==> src/rtl/hit_detector_pkg.sv <==
// Shared definitions for the collision engine and the game-control FSM:
// game_state codes, scan state encoding and bullet owner values.
package stg_pkg;

    typedef enum logic [3:0] {
        INITIAL   = 4'd0,
        START     = 4'd1,
        PLAY      = 4'd2,
        BOMB      = 4'd6,
        SUCCESS   = 4'd8,
        GAMEOVER  = 4'd9,
        COLLISION = 4'd10
    } game_state_e;

    typedef enum logic [1:0] {
        IDLE,
        SCAN,
        DRAIN,
        REPORT
    } scan_state_e;

    localparam logic OWNER_ENEMY  = 1'b0;
    localparam logic OWNER_PLAYER = 1'b1;

endpackage

==> src/rtl/hit_detector_if.sv <==
// Bullet table port: synchronous read (1-cycle latency) plus a slot-clear write.
interface hit_detector_if #(
    parameter int ADDR_W  = 5,
    parameter int COORD_W = 10
);
    logic [ADDR_W-1:0]  rd_addr;
    logic               rd_data_valid;
    logic               rd_data_owner;
    logic [COORD_W-1:0] rd_data_x;
    logic [COORD_W-1:0] rd_data_y;
    logic               clr_en;
    logic [ADDR_W-1:0]  clr_addr;

    modport master (
        output rd_addr, clr_en, clr_addr,
        input  rd_data_valid, rd_data_owner, rd_data_x, rd_data_y
    );

    modport slave (
        input  rd_addr, clr_en, clr_addr,
        output rd_data_valid, rd_data_owner, rd_data_x, rd_data_y
    );
endinterface

==> src/rtl/hit_detector_box_hit.sv <==
// Square hitbox test: point (p_x,p_y) lies within +/-R of centre (c_x,c_y), edges inclusive.
module box_hit #(
    parameter int COORD_W = 10,
    parameter int R       = 4
) (
    input  logic [COORD_W-1:0] c_x,
    input  logic [COORD_W-1:0] c_y,
    input  logic [COORD_W-1:0] p_x,
    input  logic [COORD_W-1:0] p_y,
    output logic               hit
);
    logic [COORD_W-1:0] dx;
    logic [COORD_W-1:0] dy;

    // Larger minus smaller keeps the distance unsigned with no wrap.
    always_comb begin
        dx  = (p_x >= c_x) ? (p_x - c_x) : (c_x - p_x);
        dy  = (p_y >= c_y) ? (p_y - c_y) : (c_y - p_y);
        hit = (dx <= COORD_W'(R)) && (dy <= COORD_W'(R));
    end
endmodule

==> src/rtl/hit_detector.sv <==
// Per-frame collision engine: scans the bullet table once per frame_tick, clears
// consumed bullets, reports a player collision pulse and tracks boss HP.
module hit_detector
    import stg_pkg::*;
#(
    parameter int N_SLOTS  = 32,
    parameter int COORD_W  = 10,
    parameter int PLAYER_R = 4,
    parameter int BOSS_R   = 24,
    parameter int BOSS_HP  = 200,
    parameter int HP_W     = 8
) (
    input  logic               clk,
    input  logic               hard_reset,
    input  logic               frame_tick,
    input  logic               game_en,
    input  logic               game_reset,
    input  logic [3:0]         game_state,
    input  logic [COORD_W-1:0] player_x,
    input  logic [COORD_W-1:0] player_y,
    input  logic [COORD_W-1:0] boss_x,
    input  logic [COORD_W-1:0] boss_y,
    hit_detector_if.master     bus,
    output logic               collision,
    output logic               die,
    output logic [HP_W-1:0]    boss_hp,
    output logic               scan_busy,
    output logic               overrun
);
    localparam int ADDR_W = $clog2(N_SLOTS);

    scan_state_e       state_q, state_d;
    logic [ADDR_W-1:0] rd_addr_q, rd_addr_d;
    logic              hit_flag_q, hit_flag_d;
    logic [HP_W-1:0]   boss_hp_q, boss_hp_d;
    logic              die_q, die_d;
    logic              overrun_q, overrun_d;

    logic              player_box_hit;
    logic              boss_box_hit;
    logic              eval_active;
    logic [ADDR_W-1:0] eval_slot;
    logic              slot_live;
    logic              enemy_hit;
    logic              player_hit;

    box_hit #(.COORD_W(COORD_W), .R(PLAYER_R)) u_player_box (
        .c_x (player_x),
        .c_y (player_y),
        .p_x (bus.rd_data_x),
        .p_y (bus.rd_data_y),
        .hit (player_box_hit)
    );

    box_hit #(.COORD_W(COORD_W), .R(BOSS_R)) u_boss_box (
        .c_x (boss_x),
        .c_y (boss_y),
        .p_x (bus.rd_data_x),
        .p_y (bus.rd_data_y),
        .hit (boss_box_hit)
    );

    // Read data lags the address by one cycle; DRAIN holds the last address.
    always_comb begin
        eval_active = ((state_q == SCAN) && (rd_addr_q != '0)) || (state_q == DRAIN);
        eval_slot   = (state_q == DRAIN) ? rd_addr_q : (rd_addr_q - ADDR_W'(1));
        slot_live   = eval_active && bus.rd_data_valid && game_en && !game_reset;
        enemy_hit   = slot_live && (bus.rd_data_owner == OWNER_ENEMY)  && player_box_hit;
        player_hit  = slot_live && (bus.rd_data_owner == OWNER_PLAYER) && boss_box_hit;
    end

    always_comb begin
        state_d    = state_q;
        rd_addr_d  = rd_addr_q;
        hit_flag_d = hit_flag_q;
        boss_hp_d  = boss_hp_q;
        die_d      = die_q || (boss_hp_q == '0);
        overrun_d  = overrun_q || (frame_tick && (state_q != IDLE));

        unique case (state_q)
            IDLE: begin
                if (frame_tick) begin
                    state_d    = SCAN;
                    rd_addr_d  = '0;
                    hit_flag_d = 1'b0;
                end
            end
            SCAN: begin
                if (rd_addr_q == ADDR_W'(N_SLOTS - 1)) begin
                    state_d = DRAIN;
                end else begin
                    rd_addr_d = rd_addr_q + ADDR_W'(1);
                end
            end
            DRAIN:  state_d = REPORT;
            REPORT: begin
                state_d   = IDLE;
                rd_addr_d = '0;
            end
            default: state_d = IDLE;
        endcase

        if (enemy_hit && (game_state != BOMB)) begin
            hit_flag_d = 1'b1;
        end
        if (player_hit && (boss_hp_q != '0)) begin
            boss_hp_d = boss_hp_q - HP_W'(1);
        end

        // Soft reset wins over everything except the sticky overrun flag.
        if (game_reset) begin
            state_d    = IDLE;
            rd_addr_d  = '0;
            hit_flag_d = 1'b0;
            boss_hp_d  = HP_W'(BOSS_HP);
            die_d      = 1'b0;
        end
    end

    always_ff @(posedge clk or posedge hard_reset) begin
        if (hard_reset) begin
            state_q    <= IDLE;
            rd_addr_q  <= '0;
            hit_flag_q <= 1'b0;
            boss_hp_q  <= HP_W'(BOSS_HP);
            die_q      <= 1'b0;
            overrun_q  <= 1'b0;
        end else begin
            state_q    <= state_d;
            rd_addr_q  <= rd_addr_d;
            hit_flag_q <= hit_flag_d;
            boss_hp_q  <= boss_hp_d;
            die_q      <= die_d;
            overrun_q  <= overrun_d;
        end
    end

    assign bus.rd_addr  = rd_addr_q;
    assign bus.clr_en   = enemy_hit || player_hit;
    assign bus.clr_addr = eval_slot;
    assign collision    = (state_q == REPORT) && hit_flag_q && !game_reset;
    assign scan_busy    = (state_q == SCAN) || (state_q == DRAIN);
    assign die          = die_q;
    assign boss_hp      = boss_hp_q;
    assign overrun      = overrun_q;
endmodule

==> src/flat_wrapper.sv <==
// flat-port wrapper written by rule: the top's interface ports become plain ports
module hit_detector_flat import stg_pkg::*;
#(
    parameter int N_SLOTS  = 32,
    parameter int COORD_W  = 10,
    parameter int PLAYER_R = 4,
    parameter int BOSS_R   = 24,
    parameter int BOSS_HP  = 200,
    parameter int HP_W     = 8
)
  (clk, hard_reset, frame_tick, game_en, game_reset, game_state, player_x, player_y, boss_x, boss_y, collision, die, boss_hp, scan_busy, overrun, bus_rd_addr, bus_clr_en, bus_clr_addr, bus_rd_data_valid, bus_rd_data_owner, bus_rd_data_x, bus_rd_data_y);
  hit_detector_if #(.COORD_W(COORD_W)) bus_i ();
  input  logic clk;
  input  logic hard_reset;
  input  logic frame_tick;
  input  logic game_en;
  input  logic game_reset;
  input  logic [3:0] game_state;
  input  logic [COORD_W-1:0] player_x;
  input  logic [COORD_W-1:0] player_y;
  input  logic [COORD_W-1:0] boss_x;
  input  logic [COORD_W-1:0] boss_y;
  output logic collision;
  output logic die;
  output logic [HP_W-1:0] boss_hp;
  output logic scan_busy;
  output logic overrun;
  output wire logic [$bits(bus_i.rd_addr)-1:0] bus_rd_addr;
  output wire logic [$bits(bus_i.clr_en)-1:0] bus_clr_en;
  output wire logic [$bits(bus_i.clr_addr)-1:0] bus_clr_addr;
  input wire logic [$bits(bus_i.rd_data_valid)-1:0] bus_rd_data_valid;
  input wire logic [$bits(bus_i.rd_data_owner)-1:0] bus_rd_data_owner;
  input wire logic [$bits(bus_i.rd_data_x)-1:0] bus_rd_data_x;
  input wire logic [$bits(bus_i.rd_data_y)-1:0] bus_rd_data_y;
  assign bus_rd_addr = bus_i.rd_addr;
  assign bus_clr_en = bus_i.clr_en;
  assign bus_clr_addr = bus_i.clr_addr;
  assign bus_i.rd_data_valid = bus_rd_data_valid;
  assign bus_i.rd_data_owner = bus_rd_data_owner;
  assign bus_i.rd_data_x = bus_rd_data_x;
  assign bus_i.rd_data_y = bus_rd_data_y;
  hit_detector #(.N_SLOTS(N_SLOTS), .COORD_W(COORD_W), .PLAYER_R(PLAYER_R), .BOSS_R(BOSS_R), .BOSS_HP(BOSS_HP), .HP_W(HP_W)) u_core (.clk(clk), .hard_reset(hard_reset), .frame_tick(frame_tick), .game_en(game_en), .game_reset(game_reset), .game_state(game_state), .player_x(player_x), .player_y(player_y), .boss_x(boss_x), .boss_y(boss_y), .bus(bus_i), .collision(collision), .die(die), .boss_hp(boss_hp), .scan_busy(scan_busy), .overrun(overrun));
endmodule
==> config.mk <==
export PLATFORM = sky130hd
export DESIGN_NAME = hit_detector_flat
export DESIGN_NICKNAME = d
export VERILOG_FILES = /design/src/rtl/hit_detector_pkg.sv /design/src/rtl/hit_detector_if.sv /design/src/rtl/hit_detector_box_hit.sv /design/src/rtl/hit_detector.sv /design/src/flat_wrapper.sv
export SDC_FILE = /design/constraint.sdc
export NUM_CORES = 1
export LEC_CHECK = 0
export ABC_CLOCK_PERIOD_IN_PS = 3300
export CELL_PAD_IN_SITES_DETAIL_PLACEMENT = 1
export CELL_PAD_IN_SITES_GLOBAL_PLACEMENT = 2
export CORE_UTILIZATION = 28
export CTS_BUF_LIST = sky130_fd_sc_hd__clkbuf_2 sky130_fd_sc_hd__clkbuf_4 sky130_fd_sc_hd__clkbuf_8
export DETAILED_ROUTE_END_ITERATION = 10
export PLACE_DENSITY = 0.84
export SYNTH_ARGS = -nofsm -noshare
export SYNTH_HDL_FRONTEND = slang
export SYNTH_SLANG_ARGS = --single-unit
==> constraint.sdc <==
create_clock -name clk -period 3.3 [get_ports clk]
set_clock_uncertainty 0.1 [all_clocks]
set_input_delay 0.495 -clock clk [delete_from_list [all_inputs] [get_ports clk]]
set_output_delay 0.495 -clock clk [all_outputs]
set_load 0.005 [all_outputs]
==> run summary, run 1 <==
Status: finished with violations
Failing checks: negative setup slack
Final setup violation count: 9
Pre-antenna DRT Iters: 4
Fin nets: 1072
Max transition margin: 49.16%
Detailed Route Iter0 Violations: 217
Hold WS: 380.0 ps
Yosys warnings: 0
Drt drc: 0
Nature of the critical path endpoint: output pin
Gr usage total: 22.67%
Pwr Density: 270.8 nW/um2
RSZ-0062 raised after global routing: true
CTS clk-pin slew, worst paths: 70 ps
Slowest-stage cell, CP: o31ai_2
Dpl hpwl: 14.67 mm
Worst min-delay path class: flop to flop
Sequential fraction of the synthesis area: 9.748%
Crit-path max FO: 3
CP cell instances: dlygate4sd2_1 -> inv_1 -> ha_1 -> buf_4 -> a21oi_1 -> nor2b_1 -> o31ai_2 -> a221o_1 -> buf_4 -> buf_4 -> a21oi_4 -> a211oi_4 -> o2111ai_2 -> o31ai_1 -> buf_2
Final Max Slew Viols: 0
Setup ws final: -368.1 ps
Vias per cell: 5.115
GRT overflow: 0
F_max: 272.6 MHz
Layout area overhead: 86.31%
Top Family by Delay on Critical Path: compound AO/OA/AOI/OAI gates
Post-synth cell types: 75
Flops & latches, synth: 18
PortBufs: 93
Aggregate routed wire length: 20.36 mm
Hold Path Origin: u_core.overrun
Synth async-reset ratio: 100.0%
Placed cell areas: 7164 um2
Peak supply drop: 0.1992 mV
TNS Setup: -1434 ps
Static Leak: 3.911 nW
Number of diodes: 0
Worst EP arrival: 3070 ps
Antenna Nets Post-Route: 0
First-pass GRT wire length: 31.08 mm
WP buf/inv: 6
Root Driver: clkbuf_8
Critical Path Source Type: input pin
Initial Util: 29.02%
Synthesized area per cell: 7.515 um2
Vias in the first global route: 6430
R2R cell count: 12
Post-synthesis cell area: 4659 um2
Final Util: 54.06%
Std-Cell Rows: 46
Initial antenna violation count: 0
Die Ht: 131 um
Share of layout cells above drive strength 1: 48.74%
Final Hold Fails: 0
Boundary Pins: 94
Clock H-tree levels: 1
R2r endpoint: u_core.hit_flag_q
Register-to-register setup slack: 490 ps
Post-synth EDFFs: 0
Largest stage delay, worst path: 390 ps
Setup CP Type: input pin to output pin
CTS tree: yes
Minimum clock period: 3668 ps
Core box area: 16060 um2
Hold Path End: u_core.overrun
Longest Clk Path Bufs: 2
Sink Count: 18
Worst-Skew Late Latency: 260 ps
Die width: 131 um
Critical Path RT: 2700 ps
Worst-Margin Slew: 761.8 ps
Die area: 17160 um2
Design area: 8681 um2
Hold path depth: 1
Critical path depth: 15
Critical Path Most Common Cell: buf_4
RR Startpoint: u_core.bus.rd_addr[0]
Final Cycle Share: 111.2%
Total number of vias: 5775
Dominant synthesized flop cell: dfrtp_1
Routability congestion estimate: 0.8922
Syn Inst Count: 620
Cts bufs inserted: 3
Mapped Nets: 778
Largest net degree at the start of global routing: 21
Number of max-cap violations: 0
Drt wl/cell: 18.04 um
Pwr Total: 2.351 mW
## cell families after synthesis
kind of cell	count (synthesis)	share of synthesized area, %
simple gates	191	22.42
compound gates	182	27.23
buf+inv	97	8.298
fa+ha+maj	87	23.36
xor+xnor	29	5.451
flops	18	9.748
mux	16	3.491
## report_power, final
group	leakage (nW)	switching, mW	total, mW	internal (mW)
Clock	0.0288	0.0829	0.189	0.106
Combinational	3.65	0.921	1.91	0.989
Sequential	0.234	0.0153	0.253	0.237
## worst max path at each step
stage	startpoint	slack [ps]	end
detailed placement	bus_rd_data_x[1]	-1380	bus_clr_en
floorplan	bus_rd_data_x[2]	7	u_core.boss_hp[7]
global placement	bus_rd_data_x[0]	-1260	bus_clr_en
CTS	bus_rd_data_x[1]	-370	bus_clr_en
global route	boss_x[2]	-480	bus_clr_en
finish	boss_x[2]	-370	bus_clr_en
## per-layer routing
metal,vias to the layer above,share of wire [%],track usage [%],wire (um)
met5,-,0,0,0
met3,28,2.1,1.588,434
li1,2815,-,-,-
met4,0,1.7,5.612,343
met1,2832,40,24.69,8241
met2,100,56,46.47,11340
## Yosys cell counts, types with 5 or more instances
cell type  count  area, um2
nand2_1       36      135.1
o21ai_1        6      30.03
nor2_1        33      123.9
nor3_1        16      80.08
a31oi_1        6      37.54
mux2i_1       14      140.1
nor2b_1       13      81.33
o22ai_1        6      37.54
a21o_1        13      97.59
dfrtp_1       15      375.4
o31ai_1        8      60.06
or3_1         11      68.82
nand2b_1      20      125.1
ha_1          87       1089
inv_1         74      277.8
a21oi_1       48      240.2
o21a_1        12      90.09
o211a_1        6      60.06
and3_1         7      43.79
xor2_1        16      140.1
o211ai_1       5      37.54
xnor2_1       13      113.9
o21ai_0       23      115.1
nand3_1       16      80.08
clkbuf_1      12      45.04
nor4_1         8      50.05
buf_2          9      45.04
## cells in the final DEF, fill, tap and decap left out, types with 13 or more instances in the layout
cell type / synthesis / routed
nor2_1: 33 / 27
inv_2: 0 / 18
nand2_1: 36 / 28
dlygate4sd2_1: 0 / 23
inv_1: 74 / 51
a21oi_1: 48 / 25
o21ai_0: 23 / 14
dfrtp_1: 15 / 15
ha_4: 0 / 42
xor2_1: 16 / 15
a21o_1: 13 / 13
nand2b_1: 20 / 15
clkdlybuf4s50_1: 0 / 33
ha_1: 87 / 38
buf_6: 1 / 20
buf_4: 1 / 206
a21oi_2: 1 / 16
xnor2_1: 13 / 13
## layout make-up
class,instances,area [um2]
Fill cell,1823,7377
Sequential cell,18,454.2
Tap cell,216,270.3
Inverter,74,292.8
Timing Repair Buffer,312,2514
Clock buffer,4,55.05
Multi-Input combinational cell,505,5095
## per-stage QoR
stage | setup WS [ps] | std cells
after detailed placement | -1382 | 1083
after CTS | -368.1 | 1117
after floorplan | 6.895 | 620
after global routing | -482.6 | 1129
after global placement | -1255 | 1083
final | -368.1 | 1129
## what timing repair did
| action | CTS | global route |
|---|---|---|
| gates resized for setup | 305 | 97 |
| endpoints found under the setup margin | 10 | 9 |
| buffers inserted | 31 | 14 |
| hold buffers | 0 | 0 |
| pin swaps | 76 | 46 |
| cloned | 0 | 0 |
## registers in the layout, indices dropped and copies added, names as in the netlist
name and count:
u_core.overrun 1, u_core.die 1, u_core.bus.rd_addr 5, u_core.state_q 2
u_core.boss_hp 8, u_core.hit_flag_q 1
Note: power is estimated with default switching activity, not from simulation.
==> inputs of run 2 (changes only) <==
Settings changed: PLACE_DENSITY 0.84 to 0.79.
==> run 2 against run 1 <==
  * The flow still finishes with violations (negative setup slack)
  * First-iteration DRC count is 24% lower
  * Worst setup slack got worse by 75 ps
  * Register-to-register slack worse by 70 ps
  * Cell count grew 1.2%
==> run summary, run 2 (same netlist as run 1, synthesis figures left out) <==
Peak supply drop: 0.2685 mV
Placed cell areas: 7224 um2
Die Ht: 131 um
Pwr Density: 272.0 nW/um2
Share of layout cells above drive strength 1: 51.19%
Layout area overhead: 90.52%
WL met1: 8.141 mm
Worst EP arrival: 3150 ps
Leading cell type in the layout, fill and taps excluded: buf_4
TNS Setup: -1032 ps
Aggregate routed wire length: 20.78 mm
Vias in the first global route: 6556
Longest Clk Path Bufs: 2
Boundary Pins: 94
Std-Cell Rows: 46
Design area: 8877 um2
F_max: 267.2 MHz
Vias per cell: 5.144
Die width: 131 um
Minimum clock period: 3743 ps
Fill count: 1827
Max reg flops: 8
Number of diodes: 0
Final Hold Fails: 0
Routability congestion estimate: 0.9188
Worst-Margin Slew: 766.8 ps
Cells after DPL: 1091
Sink Count: 18
Max Used Layer: met4
Critical Path RT: 2700 ps
CTS clk-pin slew, worst paths: 70 ps
Core box area: 16060 um2
Initial Util: 29.02%
Worst min-delay path class: flop to flop
Detailed Route Iter0 Violations: 165
Static Leak: 4.009 nW
Setup ws final: -442.7 ps
Number of max-cap violations: 0
Worst-Skew Late Latency: 260 ps
Largest net degree at the start of global routing: 21
Non-filler cells, final: 1142
Clock H-tree levels: 1
PortBufs: 93
Cts bufs inserted: 3
Final Cycle Share: 113.4%
GRT overflow: 0
CTS tree: yes
Final Max Slew Viols: 0
Pre-antenna DRT Iters: 4
Critical Path Source Type: input pin
Antenna Nets Post-Route: 0
Drt drc: 0
Setup CP Type: input pin to output pin
Drt wl/cell: 18.20 um
Final setup violation count: 9
Crit-path max FO: 4
Pwr Total: 2.415 mW
Status: finished with violations
Die area: 17160 um2
Nature of the critical path endpoint: output pin
Gr usage total: 22.84%
Initial antenna violation count: 0
Max transition margin: 48.82%
Total number of vias: 5874
Dpl hpwl: 14.87 mm
Wire length on met3: 493 um
DR WL met2: 11.64 mm
Commonest non-fill, non-tap cells in the layout: 208 x buf_4, 49 x inv_1, 41 x ha_4, 36 x ha_1, 33 x buf_6
Failing checks: negative setup slack
Root Driver: clkbuf_8
First-pass GRT wire length: 31.26 mm
RSZ-0062 raised after global routing: true
CTS Hold Bufs: 0
Fin nets: 1085
## run 2: path summary, 6_finish.rpt
| kind | startpoint | slack [ps] | end | depth (start not counted) |
|---|---|---|---|---|
| worst min register to register | u_core.overrun | 390 | u_core.overrun | 1 |
| worst max-delay path | player_x[4] | -440 | bus_clr_en | 14 |
| min in group asynchronous | hard_reset | 570 | u_core.boss_hp[5] | 2 |
| worst min-delay path | u_core.overrun | 390 | u_core.overrun | 1 |
| max in group asynchronous | hard_reset | 2050 | u_core.state_q[0] | 2 |
| worst max register to register | u_core.bus.rd_addr[0] | 420 | u_core.hit_flag_q | 13 |
## run 2: timing repair
| item | in CTS | in global routing |
|---|---|---|
| setup buffers | 35 | 19 |
| resized for setup | 314 | 109 |
| pin swaps | 95 | 61 |
| setup endpoints to repair | 10 | 9 |
## run 2: power breakdown
| group | switching, mW | total [mW] | internal [mW] |
|---|---|---|---|
| clock network | 0.0820 | 0.188 | 0.106 |
| registers | 0.0138 | 0.251 | 0.237 |
| logic | 0.940 | 1.98 | 1.04 |
## run 2: critical path, cell delays in order
cell,delay (ps)
clkdlybuf4s15_2,210
ha_4,260
buf_6,120
or2_2,290
a21oi_1,210
a21oi_2,90
mux2i_1,270
o211ai_1,140
o32a_1,220
a2111oi_2,360
buf_4,200
nand2_2,50
o31ai_1,60
buf_2,160
## run 2: layout make-up
cell class | instances | area [um2] | share of cell area, %
Multi-Input combinational cell | 505 | 5137 | 57.87
Timing Repair Buffer | 325 | 2678 | 30.16
Sequential cell | 18 | 454.2 | 5.116
Inverter | 74 | 282.8 | 3.185
Tap cell | 216 | 270.3 | 3.044
Clock buffer | 4 | 55.05 | 0.6202
## run 2: routing by layer
metal | global-route usage (%) | up-vias
met1 | 24.82 | 2906
met5 | 0 | -
met4 | 6.288 | 0
li1 | - | 2822
met3 | 1.995 | 45
met2 | 46.31 | 101
## run 2: per-stage QoR
step           util, %  setup WS (ps)  hold WS [ps]
5_1_grt          55.28         -492.8         424.5
3_3_place_gp     44.99          -1262         373.7
3_5_place_dp     44.99          -1362         373.1
2_1_floorplan        -          6.895         331.4
4_1_cts          52.62         -359.5         390.5
6_report         55.28         -442.7         391.5
==> inputs of run 3 (changes only) <==
Settings changed: CORE_UTILIZATION 28 to 27, CTS_BUF_LIST sky130_fd_sc_hd__clkbuf_2 sky130_fd_sc_hd__clkbuf_4 sky130_fd_sc_hd__clkbuf_8 to unset, PLACE_DENSITY 0.79 to 0.77.
==> run 3 against run 2 <==
  * The flow still finishes with violations (negative setup slack)
  * Clock-buffer cell count stayed put
  * Sequential cell count stayed put
  * Design area is 2.9% lower
==> run summary, run 3 (same netlist as run 1, synthesis figures left out) <==
Status: finished with violations
Failing checks: negative setup slack
Post-Place Setup Slack: -1333 ps
Non-filler cells, final: 1135
RSZ-0062 raised after global routing: true
Worst EP arrival: 3100 ps
TNS Setup: -1940 ps
First-pass GRT wire length: 30.95 mm
Largest net degree at the start of global routing: 21
Worst-Skew Late Latency: 250 ps
Vias per cell: 5.066
Fin nets: 1074
Final setup violation count: 9
Die area: 17790 um2
Slowest-stage cell, CP: o32a_1
Critical Path RT: 2700 ps
Design area: 8620 um2
Aggregate routed wire length: 19.74 mm
Initial Util: 27.90%
Leading cell type in the layout, fill and taps excluded: buf_4
Boundary Pins: 94
GR Util met2: 42.33%
Peak supply drop: 0.3350 mV
Clock H-tree levels: 1
Antenna Nets Post-Route: 0
Root Driver: clkbuf_16
Final Cycle Share: 111.9%
GR Util met3: 1.065%
Setup CP Type: input pin to output pin
CTS tree: yes
Largest stage delay, worst path: 410 ps
Total number of vias: 5750
Final Hold Fails: 0
Std-Cell Rows: 47
Final Max Slew Viols: 0
Placed cell areas: 7237 um2
Dpl hpwl: 14.68 mm
F_max: 270.7 MHz
Worst min-delay path class: flop to flop
CP cell instances: buf_2 -> inv_2 -> ha_4 -> buf_6 -> a21o_1 -> a2111oi_4 -> nor2_1 -> a21oi_1 -> a221oi_1 -> o32a_1 -> a2111oi_2 -> buf_4 -> nand2_2 -> o31ai_2 -> buf_2
Longest Clk Path Bufs: 2
Number of max-cap violations: 0
Cts bufs inserted: 3
PortBufs: 93
CTS clk-pin slew, worst paths: 60 ps
Core box area: 16700 um2
Worst-Margin Slew: 791.1 ps
Max transition margin: 47.20%
Critical Path Most Common Cell: buf_2
Pre-antenna DRT Iters: 4
Detailed Route Iter0 Violations: 119
Number of diodes: 0
Vias in the first global route: 6526
CTS Hold Bufs: 0
Drt drc: 0
Die Ht: 133.4 um
GRT overflow: 0
Met1 usage: 23.24%
Initial antenna violation count: 0
Pwr Total: 2.379 mW
WP buf/inv: 5
Layout area overhead: 84.99%
Share of layout cells above drive strength 1: 47.21%
Static Leak: 3.945 nW
Max reg flops: 8
Setup ws final: -393.6 ps
Critical Path Source Type: input pin
Sink Count: 18
GR peak layer: met2
Minimum clock period: 3694 ps
Gr usage total: 21.03%
Routability congestion estimate: 0.8948
Hold WS: 381.2 ps
Commonest non-fill, non-tap cells in the layout: 210 x buf_4, 52 x inv_1, 44 x ha_4, 38 x ha_1, 34 x clkdlybuf4s50_1
Die width: 133.4 um
Top Family by Delay on Critical Path: compound AO/OA/AOI/OAI gates
Pwr Density: 275.9 nW/um2
Nature of the critical path endpoint: output pin
Cells after DPL: 1096
Final Util: 51.61%
Crit-path max FO: 6
Drt wl/cell: 17.39 um
==> run 3: changes by cell type in the layout (fill, tap and decap cells not counted), moves of 4 or more <==
cell           before  now
nand2_2             3    7
o21ai_2             9    4
buf_6              33   14
dlygate4sd2_1      23   28
ha_2               10    5
==> run 3: metal layers <==
metal	wire length [um]	vias up
li1	-	2814
met1	7945	2815
met2	10890	87
met3	356	34
met4	546	0
met5	0	-
==> run 3: worst reg2reg max path, cell delays in order, from the launching register on <==
cell,delay (ps)
dfrtp_1,360
inv_1,60
ha_1,190
or4b_1,160
a21oi_1,80
or4_4,530
or3b_4,390
a21oi_2,100
o21ai_1,80
a2111oi_2,210
buf_4,190
buf_4,100
nand3_1,80
a21oi_1,150
==> run 3: repair_timing <==
item                                    in CTS  in global routing
setup buffers                               24                 13
resized for setup                          247                 99
pin swaps                                   66                 52
endpoints found under the setup margin      10                  9
==> run 3: layout make-up <==
class,count,area [um2]
clock buffer,4,88.84
multi-input combinational,505,4980
timing repair buffer,314,2539
inverter,74,282.8
fill,1967,8082
tap,220,275.3
sequential,18,454.2
==> run 3: path summary, 6_finish.rpt <==
path / endpoint / slack [ps] / from / depth (start not counted)
setup / recovery: bus_clr_en / -390 / bus_rd_data_x[4] / 15
max in group asynchronous: u_core.hit_flag_q / 1990 / hard_reset / 2
hold reg to reg: u_core.overrun / 380 / u_core.overrun / 1
min in group asynchronous: u_core.overrun / 610 / hard_reset / 2
setup reg to reg: u_core.hit_flag_q / 430 / u_core.bus.rd_addr[0] / 13
hold / removal: u_core.overrun / 380 / u_core.overrun / 1
==> run 3: report_power, final <==
| part | leakage, nW | total (mW) | switching, mW | internal (mW) |
|---|---|---|---|---|
| logic | 3.67 | 1.85 | 0.880 | 0.973 |
| registers | 0.234 | 0.251 | 0.0135 | 0.238 |
| clock network | 0.0442 | 0.275 | 0.0899 | 0.185 |
